### config.mk
export PLATFORM = sky130hd
export DESIGN_NAME = lti_mac_sequencer
export DESIGN_NICKNAME = d
export VERILOG_FILES = /design/src/rtl/lti_pkg.sv /design/src/rtl/lti_coef_bank.sv /design/src/rtl/lti_mac_sequencer.sv
export SDC_FILE = /design/constraint.sdc
export NUM_CORES = 2
export LEC_CHECK = 0
export ABC_AREA = 1
export BUFFER_PORTS_ARGS = -buffer_cell sky130_fd_sc_hd__buf_4
export CORE_ASPECT_RATIO = 1.4
export CORE_MARGIN = 8
export CORE_UTILIZATION = 53
export DETAILED_ROUTE_END_ITERATION = 10
export HOLD_SLACK_MARGIN = 0.05
export PLACE_DENSITY_LB_ADDON = 0.2
export SETUP_SLACK_MARGIN = 0.2
export SYNTH_ARGS = -nofsm -noshare
export SYNTH_HDL_FRONTEND = slang
export SYNTH_SLANG_ARGS = --single-unit
### constraint.sdc
create_clock -name clk -period 24.1 [get_ports clk]
set_input_delay 6.025 -clock clk [delete_from_list [all_inputs] [get_ports clk]]
set_output_delay 6.025 -clock clk [all_outputs]
set_load 0.05 [all_outputs]
### src/rtl/lti_pkg.sv
// Shared constants, FSM encoding and helpers for the LTI MAC sequencer.
// Optional saturation is selected with the LTI_SATURATE_EN macro.
package lti_pkg;

    localparam int NX    = 4;
    localparam int NCOL  = NX + 1;
    localparam int NROW  = NX + 1;
    localparam int IW    = 16;
    localparam int OW    = 16;
    localparam int CW    = 16;
    localparam int SW    = 18;
    localparam int RW    = SW + CW - 1;
    localparam int AW    = RW + $clog2(NCOL);
    localparam int CF    = 15;
    localparam int DEL   = 10;
    localparam int NCELL = NROW * NCOL;
    localparam int CAW   = $clog2(NCELL);
    localparam int RRW   = $clog2(NROW);
    localparam int CCW   = $clog2(NCOL);
    localparam int XIW   = $clog2(NX);

    typedef enum logic [2:0] {
        S_IDLE,
        S_LOAD,
        S_MAC,
        S_DRAIN,
        S_WB,
        S_DONE
    } state_t;

    function automatic int lat_f(input int nrow, input int ncol);
        return 2 + nrow * (ncol + 2);
    endfunction

    localparam int LAT = lat_f(NROW, NCOL);

    // Column c < NX multiplies a state, the last column multiplies u.
    function automatic logic signed [SW-1:0] sel_opnd(
        input logic [NX-1:0][SW-1:0] xq,
        input logic signed [SW-1:0]  u,
        input logic [CCW-1:0]        c
    );
        return (int'(c) < NX) ? signed'(xq[c[XIW-1:0]]) : u;
    endfunction

endpackage

### src/rtl/lti_coef_bank.sv
// Coefficient register file for [A B; C D], row-major, with write guard.
// Writes are rejected while busy or when the address is out of range.
module lti_coef_bank
    import lti_pkg::*;
(
    input  logic                  clk,
    input  logic                  rst,
    input  logic                  busy,
    input  logic                  we,
    input  logic [CAW-1:0]        addr,
    input  logic signed [CW-1:0]  data,
    input  logic [RRW-1:0]        rd_row,
    input  logic [CCW-1:0]        rd_col,
    output logic signed [CW-1:0]  rd_data,
    output logic                  wr_err
);

    logic signed [CW-1:0] mem [NCELL];
    logic                 ok;
    logic [CAW-1:0]       rd_addr;

    assign ok      = !busy && (int'(addr) < NCELL);
    assign rd_addr = CAW'(int'(rd_row) * NCOL + int'(rd_col));
    assign rd_data = mem[rd_addr];

    always_ff @(posedge clk) begin
        if (rst) begin
            for (int i = 0; i < NCELL; i++) mem[i] <= '0;
            wr_err <= 1'b0;
        end else if (we) begin
            if (ok) mem[addr] <= data;
            else    wr_err    <= 1'b1;
        end
    end

endmodule

### src/rtl/lti_mac_sequencer.sv
// Time-multiplexed state-space controller with one shared multiplier.
// Define LTI_SATURATE_EN to saturate the state update and output.
module lti_mac_sequencer
    import lti_pkg::*;
(
    input  logic                  clk,
    input  logic                  rst,
    input  logic                  ce_in,
    input  logic signed [IW-1:0]  sig_in,
    output logic signed [OW-1:0]  sig_out,
    output logic                  ce_out,
    output logic                  busy,
    output logic                  overrun,
    input  logic                  coef_we,
    input  logic [CAW-1:0]        coef_addr,
    input  logic signed [CW-1:0]  coef_data,
    output logic                  wr_err
);

    state_t state, state_n;

    logic [RRW-1:0]        r;
    logic [CCW-1:0]        c;
    logic signed [SW-1:0]  u_q;
    logic [NX-1:0][SW-1:0] x_q;
    logic signed [RW-1:0]  x_long [NX];
    logic signed [RW-1:0]  prod;
    logic                  prod_vld;
    logic signed [AW-1:0]  acc;
    logic signed [CW-1:0]  coef;
    logic signed [RW-1:0]  coef_x, opnd_x;
    logic signed [RW-1:0]  x_upd;
    logic signed [OW-1:0]  y_q;
    logic                  last_col, last_row;
    logic [XIW-1:0]        rx;

    assign busy     = (state != S_IDLE);
    assign last_col = (int'(c) == NCOL - 1);
    assign last_row = (int'(r) == NROW - 1);
    assign rx       = r[XIW-1:0];
    assign coef_x   = RW'(coef);
    assign opnd_x   = RW'(sel_opnd(x_q, u_q, c));

    lti_coef_bank u_bank (
        .clk     (clk),
        .rst     (rst),
        .busy    (busy),
        .we      (coef_we),
        .addr    (coef_addr),
        .data    (coef_data),
        .rd_row  (r),
        .rd_col  (c),
        .rd_data (coef),
        .wr_err  (wr_err)
    );

    always_ff @(posedge clk) begin
        if (rst) state <= S_IDLE;
        else     state <= state_n;
    end

    always_comb begin
        state_n = state;
        case (state)
            S_IDLE:  if (ce_in) state_n = S_LOAD;
            S_LOAD:  state_n = S_MAC;
            S_MAC:   if (last_col) state_n = S_DRAIN;
            S_DRAIN: state_n = S_WB;
            S_WB:    state_n = last_row ? S_DONE : S_MAC;
            S_DONE:  state_n = S_IDLE;
            default: state_n = S_IDLE;
        endcase
    end

`ifdef LTI_SATURATE_EN
    localparam logic signed [AW:0] XMAX =
        {{(AW-RW+2){1'b0}}, {(RW-1){1'b1}}};
    localparam logic signed [AW:0] XMIN =
        {{(AW-RW+2){1'b1}}, {(RW-1){1'b0}}};
    localparam logic signed [AW-1:0] YMAX =
        {{(AW-OW+1){1'b0}}, {(OW-1){1'b1}}};
    localparam logic signed [AW-1:0] YMIN =
        {{(AW-OW+1){1'b1}}, {(OW-1){1'b0}}};

    logic signed [AW:0]   xs;
    logic signed [AW-1:0] ys;

    always_comb begin
        xs = (AW+1)'(x_long[rx]) + (AW+1)'(acc >>> DEL);
        ys = acc >>> CF;
        if (xs > XMAX)      x_upd = XMAX[RW-1:0];
        else if (xs < XMIN) x_upd = XMIN[RW-1:0];
        else                x_upd = xs[RW-1:0];
        if (ys > YMAX)      y_q = YMAX[OW-1:0];
        else if (ys < YMIN) y_q = YMIN[OW-1:0];
        else                y_q = ys[OW-1:0];
    end
`else
    always_comb begin
        x_upd = x_long[rx] + RW'(acc >>> DEL);
        y_q   = acc[OW+CF-1:CF];
    end
`endif

    always_ff @(posedge clk) begin
        if (rst) begin
            r        <= '0;
            c        <= '0;
            u_q      <= '0;
            x_q      <= '0;
            prod     <= '0;
            prod_vld <= 1'b0;
            acc      <= '0;
            sig_out  <= '0;
            ce_out   <= 1'b0;
            overrun  <= 1'b0;
            for (int i = 0; i < NX; i++) x_long[i] <= '0;
        end else begin
            ce_out <= 1'b0;
            if (ce_in && busy) overrun <= 1'b1;
            case (state)
                S_LOAD: begin
                    u_q      <= SW'(sig_in);
                    r        <= '0;
                    c        <= '0;
                    acc      <= '0;
                    prod_vld <= 1'b0;
                    // Every row reads this snapshot, so the update is simultaneous.
                    for (int i = 0; i < NX; i++)
                        x_q[i] <= x_long[i][SW+CF-1:CF];
                end
                S_MAC: begin
                    prod     <= coef_x * opnd_x;
                    prod_vld <= 1'b1;
                    if (prod_vld) acc <= acc + AW'(prod);
                    if (!last_col) c <= c + CCW'(1);
                end
                S_DRAIN: begin
                    acc      <= acc + AW'(prod);
                    prod_vld <= 1'b0;
                end
                S_WB: begin
                    if (int'(r) < NX) x_long[rx] <= x_upd;
                    else              sig_out    <= y_q;
                    acc <= '0;
                    c   <= '0;
                    if (last_row) ce_out <= 1'b1;
                    else          r      <= r + RRW'(1);
                end
                default: ;
            endcase
        end
    end

endmodule

; ---- Yosys cells after proc, flatten, opt, wreduce, memory -nomap -nowiden
; Memory sizes are Yosys's and may differ from the RTL's. A register that Yosys moved wholly into a read port is not among the register bits.
; Index checks and enable logic that the tools add are counted.
[totals]
register_bits = 114
mem_bits_rw = 532
in_bits = 41
wordCells = 91
n_memories = 2
[classes]
n_addsub = 5
n_mul = 2
magnitude_cmp = 4
n_eq_ne = 11
muxes = 33
n_bitwise = 3
reduce_logical = 20
[mem_list]
columns = memory, words, word_bits, read_ports, rd_clocked_by_memory_dff, wr, line_no
row1 = u_bank.mem, 25, 16, 1, 0, 25, lti_coef_bank.sv:18  ; logic signed [CW-1:0] mem [NCELL];
row2 = x_long, 4, 33, 5, 5, 4, lti_mac_sequencer.sv:26  ; logic signed [RW-1:0] x_long [NX];
[op_table]
columns = op, count
row1 = $pmux 36 s3, 1
row2 = $add 36x33->36, 1
row3 = $bmux 18 s2, 1
row4 = $mux 18, 2
row5 = $mux 36, 1
row6 = $add 33x26->33, 1
row7 = $mul 16x18->33, 1
row8 = $mux 33, 1
row9 = $reduce_or 33->1, 1
row10 = $mux 16, 1
row11 = $reduce_or 16->1, 1
row12 = $mux 3, 5
row13 = $pmux 3 s5, 1
row14 = $mux 1, 13
row15 = $pmux 3 s2, 2
row16 = $reduce_and 2->1, 6
row17 = $ne 2x2->1 const B, 5
row18 = $eq 3x3->1 const B, 3
row19 = $add 3x1->3 const B, 2
row20 = $eq 3x2->1 const B, 2
row21 = $lt 3x3->1 const B, 2
row22 = $mux 2, 3
row23 = $reduce_bool 2->1, 3
row24 = $reduce_bool 3->1, 2
row25 = 12 further kinds, 17

; ---- Logic depth before layout (Yosys ltp)
[depth]
depth_word = 9
depth_mapped = 41
mapped_depth_nobuf = 37

; ---- By module
; Synthesis repeated with hierarchy kept, for this count alone.
[unflattened]
cells_unflattened = 6285
hier_area_um2 = 52181.3
[modules_own_cells]
columns = module, n_inst, cells_per_inst, area_per_inst_um2, seq_area_each_um2
row1 = lti_mac_sequencer, 1, 3635, 28001.9, 7707.4
row2 = lti_coef_bank, 1, 2650, 24179.4, 15394.8

; ---- Worst setup path before layout
; OpenSTA, ideal clock, no wires.
[synth_path]
path_kind = input to register
startpoint = input port rst
endpoint = memory x_long[1][0] (netlist bit), enable pin
setup_ns = 0.391
t_arrival_ns = 7.775
slack_ns = 15.935
stages = 7
path_buffers = 2
path_cell_list = clkbuf_1 -> nor2_1 -> inv_1 -> nor2_1 -> nand2_1 -> clkbuf_1 -> nand2_1
[synth_lines]
columns = item, line_no
row1 = start: declaration, lti_mac_sequencer.sv:7  ; input logic rst,
row2 = end: declaration, lti_mac_sequencer.sv:26

; ---- Worst setup path after layout
[layout_path]
startpoint = register r[0]
endpoint = register prod[29]
[layout_via]
elab_chain_len = 4
[layout_rtl]
columns = item, line_no
row1 = start: declaration, lti_mac_sequencer.sv:22  ; logic [RRW-1:0] r;
row2 = start signal: assignment, lti_mac_sequencer.sv:148  ; else r <= r + RRW'(1);
row3 = $mul 3x3->5, lti_coef_bank.sv:23  ; assign rd_addr = CAW'(int'(rd_row) * NCOL + int'(rd_col));
row4 = $add 5x4->5, lti_coef_bank.sv:23
row5 = $mem_v2 25x16, -
row6 = $mul 16x18->33, lti_mac_sequencer.sv:133  ; prod <= coef_x * opnd_x;
row7 = end signal: assignment, lti_mac_sequencer.sv:133
row8 = end: declaration, lti_mac_sequencer.sv:27  ; logic signed [RW-1:0] prod;
; No other way between the ends.
; A chain may end at the register's enable or synchronous reset.

==> results by stage <==
Run status:
- The run finished with clean final reports.

Die:
- In this run the vertical extent of the chip is 379.3 µm.
- The number of top-level design ports is 61.
- The initial utilization of the core area, before any placement, comes to 0.5334.
- The die covers 104,500 µm².
- The floorplan core area is 93,690 µm².
- The die is 275.5 µm wide.
- The number of placement rows is 133.

Final layout:
- After filler insertion, the fill cell instance count of the layout stands at 8,302.
- The register cell area after layout is 23,100 µm².
- The number of antenna diodes in the final layout is 0.
- The area of combinational cells with multiple inputs is 23,580 µm².
- In the final layout, the share of cells above drive strength 1 is 0.05612.
- For this run, the post-layout net count is 6,059.
- The area growth from synthesis to layout is 8.528%.

Synth:
- The synthesized design contains 832 register bits.
- The synthesized netlist contains 58 unique library cells.
- Ranked by total cell area, the synthesized netlist is headed by sky130_fd_sc_hd__edfxtp_1 (39%), sky130_fd_sc_hd__fa_1 (11%), sky130_fd_sc_hd__nor2_1 (7.8%), sky130_fd_sc_hd__dfxtp_1 (7.5%), sky130_fd_sc_hd__nand2_1 (6.9%).
- Of the synthesized area, sequential elements account for 0.4623.
- Yosys instantiated no cell more often than sky130_fd_sc_hd__nor2_1.
- The top-area cell type share of the netlist area is 0.3870.
- Sorting the synthesized cells by how often they occur yields sky130_fd_sc_hd__nor2_1 (1,034), sky130_fd_sc_hd__nand2_1 (917), sky130_fd_sc_hd__edfxtp_1 (644).
- The primary flip-flop cell chosen by synthesis mapping is sky130_fd_sc_hd__edfxtp_1.
- The share of synthesized registers carrying an async set or reset is 0.
- The total number of yosys warnings is 0.
- The library cell occupying the most area in the post-synthesis netlist is sky130_fd_sc_hd__edfxtp_1.
- After synthesis, the mean cell area works out to 9.011 µm².
- The number of flops mapped to enable cells by yosys is 644.
- The cell count after synthesis is 5,546.
- In this run the cell area of the synthesized design comes to 49,970 µm².

Clock network:
- The clock buffer count from CTS is 81.
- TritonCTS built the clock tree.
- The number of buffers inserted by post-CTS setup repair is 0.
- The number of buffers on the longest clock path is 3.
- The number of clock sinks seen by CTS is 832.
- The clock reaches the later pin of the worst-skew pair after 0.70 ns.
- Buffers inserted to repair hold after CTS numbered 0.
- In this run the clock root is driven by a sky130_fd_sc_hd__clkbuf_16.
- Clock-pin slew was measured on the worst setup and hold paths at 0.06 ns.
- The number of gates resized after CTS was 0.
- The number of H-tree levels is 3.

STA:
- Setup repair after global routing left no endpoint under its margin.
- The setup TNS after final layout is 0 ns.
- The total count of max-transition violations in the final report is 0.
- Setup violations remaining at the end of the flow were counted as 0.
- The slew of the pin with the lowest slew margin is 1.163 ns.
- The post-route fraction of the period consumed by the critical path is 0.4318.
- The smallest clock period supported by the final layout is computed as 10.41 ns.
- The worst slew margin relative to its limit is 0.2249.
- The minimum hold slack is 0.4471 ns.
- The final count of hold timing violations is 0.
- The achievable frequency is 0.09609 GHz.
- For the final database, setup skew stands at 0.05429 ns.

Worst setup path:
- Along the worst path, the maximum fanout reaches 59.
- Data arrives at the worst endpoint at 11.03 ns.
- The startpoint identified for the worst register-to-register timing path is r[0].
- The largest single stage delay on the critical path is 0.74 ns.
- The nature of the critical path endpoint is a flop.
- The most critical setup path has its startpoint at r[0].
- In this design, the critical path's most frequently occurring cell is sky130_fd_sc_hd__nand2_1.
- STA puts the critical path data required time at 24.72 ns.
- For this design, the slowest cell found on the critical path is sky130_fd_sc_hd__o21ai_2.
- The category of the critical setup timing path is reg2reg.
- The worst setup path is launched from a flop.

Global route:
- The first global-routing pass estimated 231,100 µm of wire.
- Entering global routing, the biggest net connects 201 pins.
- The total track usage is 0.2908.
- The via count of the first global-routing pass is 39,450.
- The initial antenna violation count is 1.
- The total grt overflow is 0.

Placement:
- The placed wire-length estimate after detailed placement is 105,200 µm.
- Buffers placed on the I/O ports in this run total 60.
- At the end of routability-driven placement, the weighted congestion stood at 1.009.

Routing:
- The detailed-route vias per instance is 5.763.
- The pre-antenna-repair detailed-routing pass consisted of 5 iterations.
- The per-cell routed wire length is 22.10 µm.
- The violation count after the first detailed-route iteration is 3,922.
- Once detail routing completed, the nets flagged for antenna violations numbered 0.
- After detailed routing, the number of remaining DRC violations is 0.
- The detailed-route wire length is 151,300 µm.
- The final route contains 39,450 vias.

Pwr:
- IR analysis of the VDD net gives a maximum drop of 0.1317 mV.
- The cell area power density is 117.7 nW/µm².
- The cell leakage power is 23.37 nW.
- Overall power consumption after layout is estimated at 6.384 mW.

Hold path:
- The startpoint of the worst hold path is x_q[35].
- The path type of the worst min-delay path is reg2reg.

Flow run:
- The number of maximum-capacitance violations is 0.
metal layers:
layer  wire, µm  part of all wire  track usage  vias to the layer above
li1           -                 -            -                    18240
met1      55450              0.37       0.3417                    19210
met2      75370              0.50       0.5012                     1600
met3       9485             0.063      0.03702                      404
met4      10970             0.073       0.1860                        2
met5         12          0.000079            0                        -
final timing paths:
| check | slack, ns | end | cells after the start |
|---|---|---|---|
| setup / recovery | 13.69 | prod[29] | 35 |
| hold / removal | 0.45 | x_q[35] | 2 |
| setup reg to reg | 13.69 | prod[29] | 35 |
| hold reg to reg | 0.45 | x_q[35] | 2 |
power by group:
part           internal (mW)  switching (mW)  total [mW]  leakage [nW]
sequential              1.65          0.0699        1.72          8.12
combinational           1.13            2.21        3.35          13.9
clock                  0.744           0.579        1.32          1.34
cell usage in the layout, fill, tap and decap left out, drive strengths merged, types with 22 or more instances in the layout:
cell type  instances
edfxtp           644
nor3              29
a22oi             44
inv              608
fa               287
clkbuf           108
conb             112
nand2            932
a21oi            436
xor2              25
xnor2             28
clkinv            51
nor2            1035
ha               163
nand3            215
o22ai             34
o21ai            369
buf              119
o221ai            22
dfxtp            188
stage by stage:
stage	setup slack (ns)	cell area [µm²]	utilization	cells
after global placement	13.91	51490	0.5496	6700
after detailed placement	13.82	51490	0.5496	6700
final	13.69	54230	0.5789	6846
after floorplan	15.93	50390	-	5657
after global routing	13.20	54230	0.5789	6846
after CTS	13.82	54230	0.5789	6846
registers in the layout, indices dropped and copies added (netlist names), named ones only:
register       count
u_q               16
c                  3
u_bank.wr_err      1
prod              33
acc               36
overrun            1
sig_out           16
x_q               72
state              3
r                  3
u_bank.mem       512
x_long           132
prod_vld           1
ce_out             1
layout make-up:
cell class	instances	area share
Inverter	629	0.04381
Clock buffer	108	0.04169
Clock inverter	38	0.008974
Timing Repair Buffer	119	0.01670
Sequential cell	832	0.4260
Multi-Input combinational cell	3905	0.4348
Tap cell	1215	0.02803
worst max-delay path, delay by kind of cell, from the launching register on:
family	cells	cell delay (ns)
buffers and inverters	10	2.42
adder cells (fa/ha/maj)	10	4.33
AO/OA/AOI/OAI	3	1.30
AND/OR/NAND/NOR	12	1.69
flip-flops	1	0.48
cells by family after synthesis:
| family | synth area share |
|---|---|
| adders and majority gates | 0.1558 |
| other | 0.00007504 |
| and+or+nand+nor | 0.1796 |
| xor gates and xnor gates | 0.009439 |
| buffers and inverters | 0.07541 |
| AOI/OAI and AO/OA | 0.1174 |
| DFF | 0.4623 |
No activity file was read; power rests on OpenSTA's default activity.
